**src/rtl/main_write_drain_if.sv**
```systemverilog
// main_write_drain_if: FIFO read-side and main-memory write-port signals of the write drain.
// Latency: none, wires only.
// Backpressure: none here; the drain holds mem_wr_req until mem_wr_ack or its timeout.
// Modports: master = drain side (drives fifo_is_read, mem_wr_req/addr/data),
//           slave  = FIFO + memory side (drives fifo_empty/is_write/read_*, mem_wr_ack).
interface main_write_drain_if #(
  parameter int ADDR_WIDTH = 32,
  parameter int DATA_WIDTH = 32
);
  logic                  fifo_empty;
  logic                  fifo_is_write;
  logic [DATA_WIDTH-1:0] fifo_read_data;
  logic [ADDR_WIDTH-1:0] fifo_read_addr;
  logic                  fifo_is_read;
  logic                  mem_wr_req;
  logic [ADDR_WIDTH-1:0] mem_wr_addr;
  logic [DATA_WIDTH-1:0] mem_wr_data;
  logic                  mem_wr_ack;

  modport master (
    input  fifo_empty, fifo_is_write, fifo_read_data, fifo_read_addr, mem_wr_ack,
    output fifo_is_read, mem_wr_req, mem_wr_addr, mem_wr_data
  );

  modport slave (
    output fifo_empty, fifo_is_write, fifo_read_data, fifo_read_addr, mem_wr_ack,
    input  fifo_is_read, mem_wr_req, mem_wr_addr, mem_wr_data
  );
endinterface

```
**src/rtl/main_write_drain.sv**
```systemverilog
// main_write_drain: pops the write-back FIFO and issues one main-memory write per entry.
// Latency: pop at N, capture at N+1, mem_wr_req from N+2; one write per 3 cycles peak.
// Backpressure: one entry in flight; no pop until the current write is acked or dropped.
// Ports: clk/reset (sync, active high); bus = FIFO read side + memory write port;
//        flush -> flush_done; busy (not IDLE); err (sticky drop); wr_count (acked writes).
module main_write_drain #(
  parameter int ADDR_WIDTH = 32,
  parameter int DATA_WIDTH = 32,
  parameter int TIMEOUT    = 255,
  parameter int MAX_RETRY  = 3
) (
  input  logic               clk,
  input  logic               reset,
  main_write_drain_if.master bus,
  input  logic               flush,
  output logic               flush_done,
  output logic               busy,
  output logic               err,
  output logic [15:0]        wr_count
);
  localparam int TW = (TIMEOUT > 0) ? $clog2(TIMEOUT + 1) : 1;
  localparam int RW = $clog2(MAX_RETRY + 1);

  typedef enum logic [1:0] {
    IDLE    = 2'd0,
    CAPTURE = 2'd1,
    REQ     = 2'd2,
    BACKOFF = 2'd3
  } state_t;

  state_t                state;
  state_t                next_state;
  logic [TW-1:0]         timer;
  logic [RW-1:0]         retry;
  logic [RW-1:0]         retry_inc;
  logic                  timed_out;
  logic                  last_retry;
  logic                  pop;
  logic                  req_q;
  logic [ADDR_WIDTH-1:0] addr_q;
  logic [DATA_WIDTH-1:0] data_q;

  assign timed_out  = (timer == TW'(TIMEOUT));
  assign retry_inc  = retry + RW'(1);
  assign last_retry = (retry_inc == RW'(MAX_RETRY));

  // The FIFO drops a pop that coincides with its own write, so never issue one then.
  assign pop = ~reset & (state == IDLE) & ~bus.fifo_empty & ~bus.fifo_is_write;

  // State register
  always_ff @(posedge clk) begin
    if (reset) begin
      state <= IDLE;
    end else begin
      state <= next_state;
    end
  end

  // Next-state logic
  always_comb begin
    next_state = state;
    case (state)
      IDLE:    if (pop) next_state = CAPTURE;
      CAPTURE: next_state = REQ;
      // Ack wins over a timeout landing in the same cycle.
      REQ: begin
        if (bus.mem_wr_ack) begin
          next_state = IDLE;
        end else if (timed_out) begin
          next_state = BACKOFF;
        end
      end
      BACKOFF: next_state = last_retry ? IDLE : REQ;
      default: next_state = IDLE;
    endcase
  end

  // Combinational output: the FIFO pop strobe
  always_comb begin
    bus.fifo_is_read = pop;
  end

  // Registered outputs and datapath; req/busy are taken from next_state so they
  // line up exactly with the state they describe.
  always_ff @(posedge clk) begin
    if (reset) begin
      req_q      <= 1'b0;
      addr_q     <= '0;
      data_q     <= '0;
      flush_done <= 1'b0;
      err        <= 1'b0;
      wr_count   <= 16'd0;
      busy       <= 1'b0;
      timer      <= '0;
      retry      <= '0;
    end else begin
      req_q      <= (next_state == REQ);
      busy       <= (next_state != IDLE);
      flush_done <= flush & (state == IDLE) & bus.fifo_empty;
      case (state)
        CAPTURE: begin
          addr_q <= bus.fifo_read_addr;
          data_q <= bus.fifo_read_data;
          timer  <= '0;
          retry  <= '0;
        end
        REQ: begin
          if (bus.mem_wr_ack) begin
            wr_count <= wr_count + 16'd1;
          end else if (!timed_out) begin
            timer <= timer + TW'(1);
          end
        end
        BACKOFF: begin
          retry <= retry_inc;
          timer <= '0;
          if (last_retry) err <= 1'b1;
        end
        default: ;
      endcase
    end
  end

  assign bus.mem_wr_req  = req_q;
  assign bus.mem_wr_addr = addr_q;
  assign bus.mem_wr_data = data_q;
endmodule

```
**src/flat_wrapper.sv**
```systemverilog
// flat-port wrapper written by rule: the top's interface ports become plain ports
module main_write_drain_flat 
#(
  parameter int ADDR_WIDTH = 32,
  parameter int DATA_WIDTH = 32,
  parameter int TIMEOUT    = 255,
  parameter int MAX_RETRY  = 3
)
  (clk, reset, flush, flush_done, busy, err, wr_count, bus_fifo_empty, bus_fifo_is_write, bus_fifo_read_data, bus_fifo_read_addr, bus_mem_wr_ack, bus_fifo_is_read, bus_mem_wr_req, bus_mem_wr_addr, bus_mem_wr_data);
  main_write_drain_if #(.ADDR_WIDTH(ADDR_WIDTH), .DATA_WIDTH(DATA_WIDTH)) bus_i ();
  input  logic clk;
  input  logic reset;
  input  logic flush;
  output logic flush_done;
  output logic busy;
  output logic err;
  output logic [15:0] wr_count;
  input wire logic [$bits(bus_i.fifo_empty)-1:0] bus_fifo_empty;
  input wire logic [$bits(bus_i.fifo_is_write)-1:0] bus_fifo_is_write;
  input wire logic [$bits(bus_i.fifo_read_data)-1:0] bus_fifo_read_data;
  input wire logic [$bits(bus_i.fifo_read_addr)-1:0] bus_fifo_read_addr;
  input wire logic [$bits(bus_i.mem_wr_ack)-1:0] bus_mem_wr_ack;
  output wire logic [$bits(bus_i.fifo_is_read)-1:0] bus_fifo_is_read;
  output wire logic [$bits(bus_i.mem_wr_req)-1:0] bus_mem_wr_req;
  output wire logic [$bits(bus_i.mem_wr_addr)-1:0] bus_mem_wr_addr;
  output wire logic [$bits(bus_i.mem_wr_data)-1:0] bus_mem_wr_data;
  assign bus_i.fifo_empty = bus_fifo_empty;
  assign bus_i.fifo_is_write = bus_fifo_is_write;
  assign bus_i.fifo_read_data = bus_fifo_read_data;
  assign bus_i.fifo_read_addr = bus_fifo_read_addr;
  assign bus_i.mem_wr_ack = bus_mem_wr_ack;
  assign bus_fifo_is_read = bus_i.fifo_is_read;
  assign bus_mem_wr_req = bus_i.mem_wr_req;
  assign bus_mem_wr_addr = bus_i.mem_wr_addr;
  assign bus_mem_wr_data = bus_i.mem_wr_data;
  main_write_drain #(.ADDR_WIDTH(ADDR_WIDTH), .DATA_WIDTH(DATA_WIDTH), .TIMEOUT(TIMEOUT), .MAX_RETRY(MAX_RETRY)) u_core (.clk(clk), .reset(reset), .bus(bus_i), .flush(flush), .flush_done(flush_done), .busy(busy), .err(err), .wr_count(wr_count));
endmodule
```
**config.mk**
```make
export PLATFORM = sky130hd
export DESIGN_NAME = main_write_drain_flat
export DESIGN_NICKNAME = d
export VERILOG_FILES = /design/src/rtl/main_write_drain_if.sv /design/src/rtl/main_write_drain.sv /design/src/flat_wrapper.sv
export SDC_FILE = /design/constraint.sdc
export NUM_CORES = 1
export LEC_CHECK = 0
export CORE_MARGIN = 1.5
export CORE_UTILIZATION = 38
export CTS_CLUSTER_SIZE = 14
export DETAILED_ROUTE_END_ITERATION = 8
export PLACE_DENSITY = 0.76
export SKIP_LAST_GASP = 1
export SYNTH_ARGS = -nofsm -noshare
export SYNTH_HDL_FRONTEND = slang
export SYNTH_SLANG_ARGS = --single-unit
export TNS_END_PERCENT = 50
```
**constraint.sdc**
```tcl
create_clock -name clk -period 1.7 [get_ports clk]
set_input_delay 0.17 -clock clk [delete_from_list [all_inputs] [get_ports clk]]
set_output_delay 0.17 -clock clk [all_outputs]
set_load 0.01 [all_outputs]
```
== Word-level counts from Yosys, hierarchy flattened ==
Index checks and enable logic that the tools add are counted.

* Equal/unequal tests: 8
* Reductions and logical operators: 8
* Muxes and demuxes: 9
* Bitwise operators: 8
* Add/sub/neg operators: 3

{| class="wikitable"
|+ Operators with widths
! operator !! count
|-
| adder 16 x 1 -> 16 bit (second input constant) || 1
|-
| two-way mux 8 bit || 2
|-
| case mux 8 bit (2 select lines) || 1
|-
| adder 8 x 1 -> 8 bit (second input constant) || 1
|-
| equality test 2 bit (second input constant) || 4
|-
| equality test 8 bit (second input constant) || 1
|-
| two-way mux 2 bit || 4
|-
| case mux 2 bit (4 select lines) || 1
|-
| nonzero test 2 bit || 3
|-
| AND 1 bit || 5
|-
| != test 2 bit (second input constant) || 2
|-
| case mux 2 bit (2 select lines) || 1
|-
| AND reduction 2 bit || 2
|-
| NOT 1 bit || 3
|-
| AND reduction 3 bit || 1
|-
| adder 2 x 1 -> 2 bit (second input constant) || 1
|-
| equality test 2 x 1 -> 1 bit (second input constant) || 1
|-
| logical NOT 2 bit || 1
|-
| OR reduction 2 bit || 1
|}

* Flip-flop bits (word level): 96
* Word-level logic and storage cells: 46
* Output and inout bits: 85

== Depth between registers and ports, before layout ==
* Depth after elaboration: 7
* Mapped depth: 6

== Worst setup path after synthesis ==
OpenSTA, ideal clock, no wires.

* Path kind: flip-flop to flip-flop
* From: register u_core.wr_count[0]
* To: register u_core.wr_count[14]
* Path buffers: 0
* Required time: 1630 ps
* Arrival time: 1653 ps
* Period minus slack after synthesis: 1723 ps
* Setup slack: -23 ps
* Stages on the path, launching flop included: 6
* Path through: dfxtp_1 > ha_1 > nand4b_4 > or2_4 > or4_1 > a21oi_1

* Cells in the longest elaborated chain, start to end: 1

{| class="wikitable"
|+ RTL lines
! item !! line !! text
|-
| from (decl) || main_write_drain.sv:19 || <nowiki>output logic [15:0] wr_count</nowiki>
|-
| from (signal assigned) || main_write_drain.sv:109 || <nowiki>wr_count <= wr_count + 16'd1;</nowiki>
|-
| adder 16 x 1 -> 16 bit || main_write_drain.sv:109 ||
|}

Every way passes these cells.
A chain may end at the register's enable or synchronous reset.

== Final worst setup path ==
* From: register u_core.state[0]
* To: output bus_fifo_is_read

* Cells in the longest elaborated chain, start to end: 4

{| class="wikitable"
|+ RTL lines
! item !! line !! text
|-
| from (decl) || main_write_drain.sv:31 || <nowiki>state_t state;</nowiki>
|-
| from (signal assigned) || main_write_drain.sv:55 || <nowiki>state <= next_state;</nowiki>
|-
| logical NOT 2 bit || main_write_drain.sv:48 || <nowiki>assign pop = ~reset & (state == IDLE) & ~bus.fifo_empty & ~bus.fifo_is_write;</nowiki>
|-
| AND 1 bit (3 in a row) || main_write_drain.sv:48 ||
|-
| to (decl) || flat_wrapper.sv:23 || <nowiki>output wire logic [$bits(bus_i.fifo_is_read)-1:0] bus_fifo_is_read;</nowiki>
|}

Every way passes these cells.

==> metrics.txt <==
# TYPE chip_impl_metric gauge
chip_impl_info{name="run_status",value="finished, final reports clean"} 1
chip_impl_metric{name="fillers",unit=""} 822
chip_impl_metric{name="clockBufferDepth",unit=""} 2
chip_impl_metric{name="power_frac_seq",unit=""} 0.572
chip_impl_info{name="timing.critical_path.from_type",value="flip-flop"} 1
chip_impl_metric{name="port-buffer-count",unit=""} 154
chip_impl_metric{name="clkPwrFrac",unit=""} 0.329
chip_impl_metric{name="total_internal_power",unit="uW"} 3070
chip_impl_metric{name="synth_area_per_inst",unit="sq um"} 8.20
chip_impl_metric{name="clock_latency",unit="ns"} 0.35
chip_impl_info{name="hold-path-endpoint",value="u_core.timer[5]"} 1
chip_impl_metric{name="power.ir.vdd_worst",unit="V"} 0.000440
chip_impl_metric{name="postLayoutCoreUtil",unit=""} 0.606
chip_impl_metric{name="finalClockSkew",unit="ns"} 0.0106
chip_impl_metric{name="drt-wirelength-per-cell",unit="um"} 13.0
chip_impl_metric{name="p_comb_frac",unit=""} 0.099
chip_impl_metric{name="netlist-cell-type-count",unit=""} 47
chip_impl_metric{name="design.core.area",unit="sq um"} 9280
chip_impl_info{name="critPathCaptureType",value="output pin"} 1
chip_impl_info{name="reg2reg_from",value="u_core.state[0]"} 1
chip_impl_metric{name="drt-vias-per-instance",unit=""} 4.83
chip_impl_metric{name="period_minus_slack",unit="ns"} 1.67
chip_impl_metric{name="setup_viol_count_final",unit=""} 0
chip_impl_metric{name="ctsHtreeMaxLevel",unit=""} 3
chip_impl_info{name="setup_repair_after_global_routing_missed_its_margin",value="true"} 1
chip_impl_metric{name="area.sequential",unit="sq um"} 1930
chip_impl_metric{name="postCtsSetupBuffers",unit=""} 0
chip_impl_metric{name="drt-total-wl",unit="um"} 9590
chip_impl_metric{name="floorplan.die.width",unit="um"} 101
chip_impl_metric{name="dpl.hpwl",unit="um"} 6840
chip_impl_metric{name="synth.ff_latch_count",unit=""} 96
chip_impl_info{name="clock_tree.root_cell",value="sky130_fd_sc_hd__clkbuf_8"} 1
chip_impl_info{name="cts_tree",value="done"} 1
chip_impl_metric{name="post-route-drc-count",unit=""} 0
chip_impl_metric{name="postSynthCellCount",unit=""} 447
chip_impl_info{name="timing.rr.end",value="u_core.wr_count[14]"} 1
chip_impl_metric{name="hold_violation_count_in_the_final_report",unit=""} 0
chip_impl_metric{name="multi_input_comb_area",unit="sq um"} 1610
chip_impl_metric{name="maxCapViolCount",unit=""} 0
chip_impl_metric{name="antenna_found_initial",unit=""} 0
chip_impl_metric{name="cts-buffers-inserted",unit=""} 9
chip_impl_metric{name="worstPathRequired",unit="ns"} 1.53
chip_impl_metric{name="largest_net_degree_at_the_start_of_global_routing",unit=""} 92
chip_impl_metric{name="area.growth.synth_to_final",unit="%"} 53.4
chip_impl_metric{name="grt_pass1_vias",unit=""} 3332
chip_impl_metric{name="power.switching_fraction",unit=""} 0.239
chip_impl_metric{name="synth-edff-count",unit=""} 0
chip_impl_metric{name="max_slew_margin",unit=""} 0.380
chip_impl_metric{name="global_route_wire_length_before_repair",unit="um"} 15100
chip_impl_info{name="synth_top_flop_cell",value="sky130_fd_sc_hd__dfxtp_1"} 1
chip_impl_metric{name="worst-endpoint-arrival",unit="ns"} 1.50
chip_impl_metric{name="worst_pin_slew",unit="ns"} 0.930
chip_impl_metric{name="clock_sinks",unit=""} 96
chip_impl_metric{name="start_util",unit=""} 0.395
chip_impl_metric{name="timing.final.crit_share",unit=""} 0.984
chip_impl_metric{name="switchingPower",unit="uW"} 962
chip_impl_metric{name="syn-num-nets",unit=""} 520
chip_impl_metric{name="path_max_fanout",unit=""} 2
chip_impl_metric{name="synth-warning-count",unit=""} 0
chip_impl_metric{name="final.hold.worst_slack",unit="ns"} 0.249
chip_impl_metric{name="fraction_of_layout_instances_using_a_drive_strength_above_1",unit=""} 0.0885
chip_impl_metric{name="fin_nets",unit=""} 678
chip_impl_info{name="crit_type",value="reg2out"} 1
chip_impl_metric{name="reg2reg_slack",unit="ns"} 0.05
chip_impl_metric{name="synth_async_sr_flop_share",unit=""} 0
chip_impl_metric{name="final_max_slew_viol_count",unit=""} 0
chip_impl_metric{name="clkSlewWorstSetupHoldPaths",unit="ns"} 0.09
chip_impl_metric{name="netlist_area",unit="sq um"} 3670
chip_impl_metric{name="place_congestion",unit=""} 0.762
chip_impl_metric{name="synth-seq-area-share",unit=""} 0.524
chip_impl_metric{name="dr.pass1.iters",unit=""} 7
chip_impl_info{name="start_point_of_the_worst_min_delay_path",value="reset"} 1
chip_impl_metric{name="cellLeakagePower",unit="uW"} 0.00193
chip_impl_metric{name="die_h",unit="um"} 101
chip_impl_metric{name="timing.fmax",unit="MHz"} 598
chip_impl_metric{name="ff2ff_path_depth",unit=""} 5
chip_impl_metric{name="drtAntennaViolNets",unit=""} 0
chip_impl_metric{name="die_area",unit="sq um"} 10200
chip_impl_metric{name="fin_setup_tns",unit="ns"} 0
chip_impl_metric{name="std_cell_rows",unit=""} 35
chip_impl_metric{name="antenna_cells",unit=""} 0
chip_impl_metric{name="detailroute.via_count",unit=""} 3571
chip_impl_metric{name="grt_overflow_total",unit=""} 0
chip_impl_metric{name="power_density",unit="nW/um^2"} 716
chip_impl_metric{name="design.portCount",unit=""} 155
chip_impl_info{name="min-delay-path-class",value="in2reg"} 1
chip_impl_metric{name="hold-path-cell-count",unit=""} 4
chip_impl_metric{name="groute.usage.overall",unit=""} 0.185
chip_impl_metric{name="drtIter0Drc",unit=""} 129
==> routing by layer <==
metal,track usage,part of all wire,up-vias
met4,0.0641,0.015,0
li1,-,-,1797
met2,0.341,0.52,93
met5,0,0,-
met3,0.0442,0.057,12
met1,0.207,0.41,1669
==> flip-flops by register name, summed over array words and instances (netlist names) <==
| name | cells |
|---|---|
| u_core.bus.mem_wr_addr | 32 |
| u_core.bus.mem_wr_data | 32 |
| u_core.bus.mem_wr_req | 1 |
| u_core.busy | 1 |
| u_core.err | 1 |
| u_core.flush_done | 1 |
| u_core.retry | 2 |
| u_core.state | 2 |
| u_core.timer | 8 |
| u_core.wr_count | 16 |
==> final cells by class <==
type                       instances  area share
clock buffer                      10      0.0227
clock inverter                     6     0.00823
inverter                           9     0.00601
multi-input combinational        316       0.287
sequential                        96       0.342
tap                              129      0.0287
timing repair buffer             173       0.305
==> worst max path at each step <==
stage | start | to | slack, ns | cells past startpoint
floorplan | u_core.wr_count[0] | u_core.wr_count[14] | 0.04 | 5
global placement | bus_fifo_empty | bus_fifo_is_read | -0.17 | 4
detailed placement | bus_fifo_empty | bus_fifo_is_read | -0.20 | 4
CTS | u_core.state[0] | bus_fifo_is_read | 0.007 | 4
global route | u_core.state[0] | bus_fifo_is_read | -0.03 | 4
finish | u_core.state[0] | bus_fifo_is_read | 0.03 | 4
==> metrics by stage <==
stage	cell area (sq um)	cells	setup WS [ns]	power, uW
floorplan	3670	447	0.0447	2480
global placement	5440	723	-0.174	2750
detailed placement	5440	723	-0.197	2760
CTS	5630	739	0.00679	4080
global route	5630	739	-0.0317	4200
finish	5630	739	0.0276	4030
==> power groups by stage <==
stage               combinational (uW)  sequential [uW]  clock [uW]
CTS                                404             2300        1370
floorplan                          109             2370           0
global placement                   395             2360           0
global route                       430             2310        1460
detailed placement                 399             2360           0
finish                             399             2300        1330
==> logic make-up (layout without fill, tap and decap cells) <==
logic type,after synthesis,in the layout,share of synthesized area
adder cells (fa/ha/maj),3,3,0.0102
XOR/XNOR,9,9,0.0215
flip-flops,96,96,0.524
AO/OA/AOI/OAI,96,96,0.146
buffers and inverters,35,198,0.0406
multiplexers,3,3,0.00853
AND/OR/NAND/NOR,205,205,0.249
==> layout by cell type, fill, tap and decap left out, types with 4 or more instances in the layout <==
cell type	synthesis	layout
sky130_fd_sc_hd__clkdlybuf4s50_1	0	152
sky130_fd_sc_hd__nand4_1	4	4
sky130_fd_sc_hd__nand2_1	137	137
sky130_fd_sc_hd__buf_4	1	16
sky130_fd_sc_hd__nor2_1	23	23
sky130_fd_sc_hd__inv_1	9	8
sky130_fd_sc_hd__or3_1	4	4
sky130_fd_sc_hd__clkbuf_8	0	9
sky130_fd_sc_hd__nor3_1	6	6
sky130_fd_sc_hd__dfxtp_1	96	93
sky130_fd_sc_hd__xnor2_1	7	7
sky130_fd_sc_hd__o21ai_0	6	6
sky130_fd_sc_hd__a21oi_1	78	78
sky130_fd_sc_hd__nand3_1	7	7
==> what timing repair did <==
item	CTS	global route
hold buffers	0	0
pin swaps	0	1
resized for setup	9	0
endpoints found under the setup margin	1	3
==> Yosys cell counts (all sizes together) (2+ instances only) <==
master,instances,area share
dfxtp,96,0.52
nor2,24,0.025
and4,2,0.0048
nand3,7,0.0096
nand4b,2,0.0089
o31ai,2,0.0041
nand2,137,0.14
mux2i,2,0.0055
nand3b,2,0.0051
xnor2,7,0.017
nand4,4,0.0068
a21oi,78,0.11
or3,5,0.0089
ha,3,0.010
o21a,2,0.0041
clkbuf,10,0.010
xor2,2,0.0048
nor4,3,0.0051
inv,9,0.0092
o21ai,6,0.0082
buf,16,0.021
nor3,7,0.011
or2,2,0.0041
or4,3,0.0061
nand2b,3,0.0051
==> worst max-delay path: stages (launching register included) <==
cell and delay [ns]:
sky130_fd_sc_hd__dfxtp_2 0.33, sky130_fd_sc_hd__or2_4 0.24, sky130_fd_sc_hd__or4_4 0.43, sky130_fd_sc_hd__inv_2 0.07, sky130_fd_sc_hd__buf_6 0.09
Note: power is estimated with default switching activity, not from simulation.
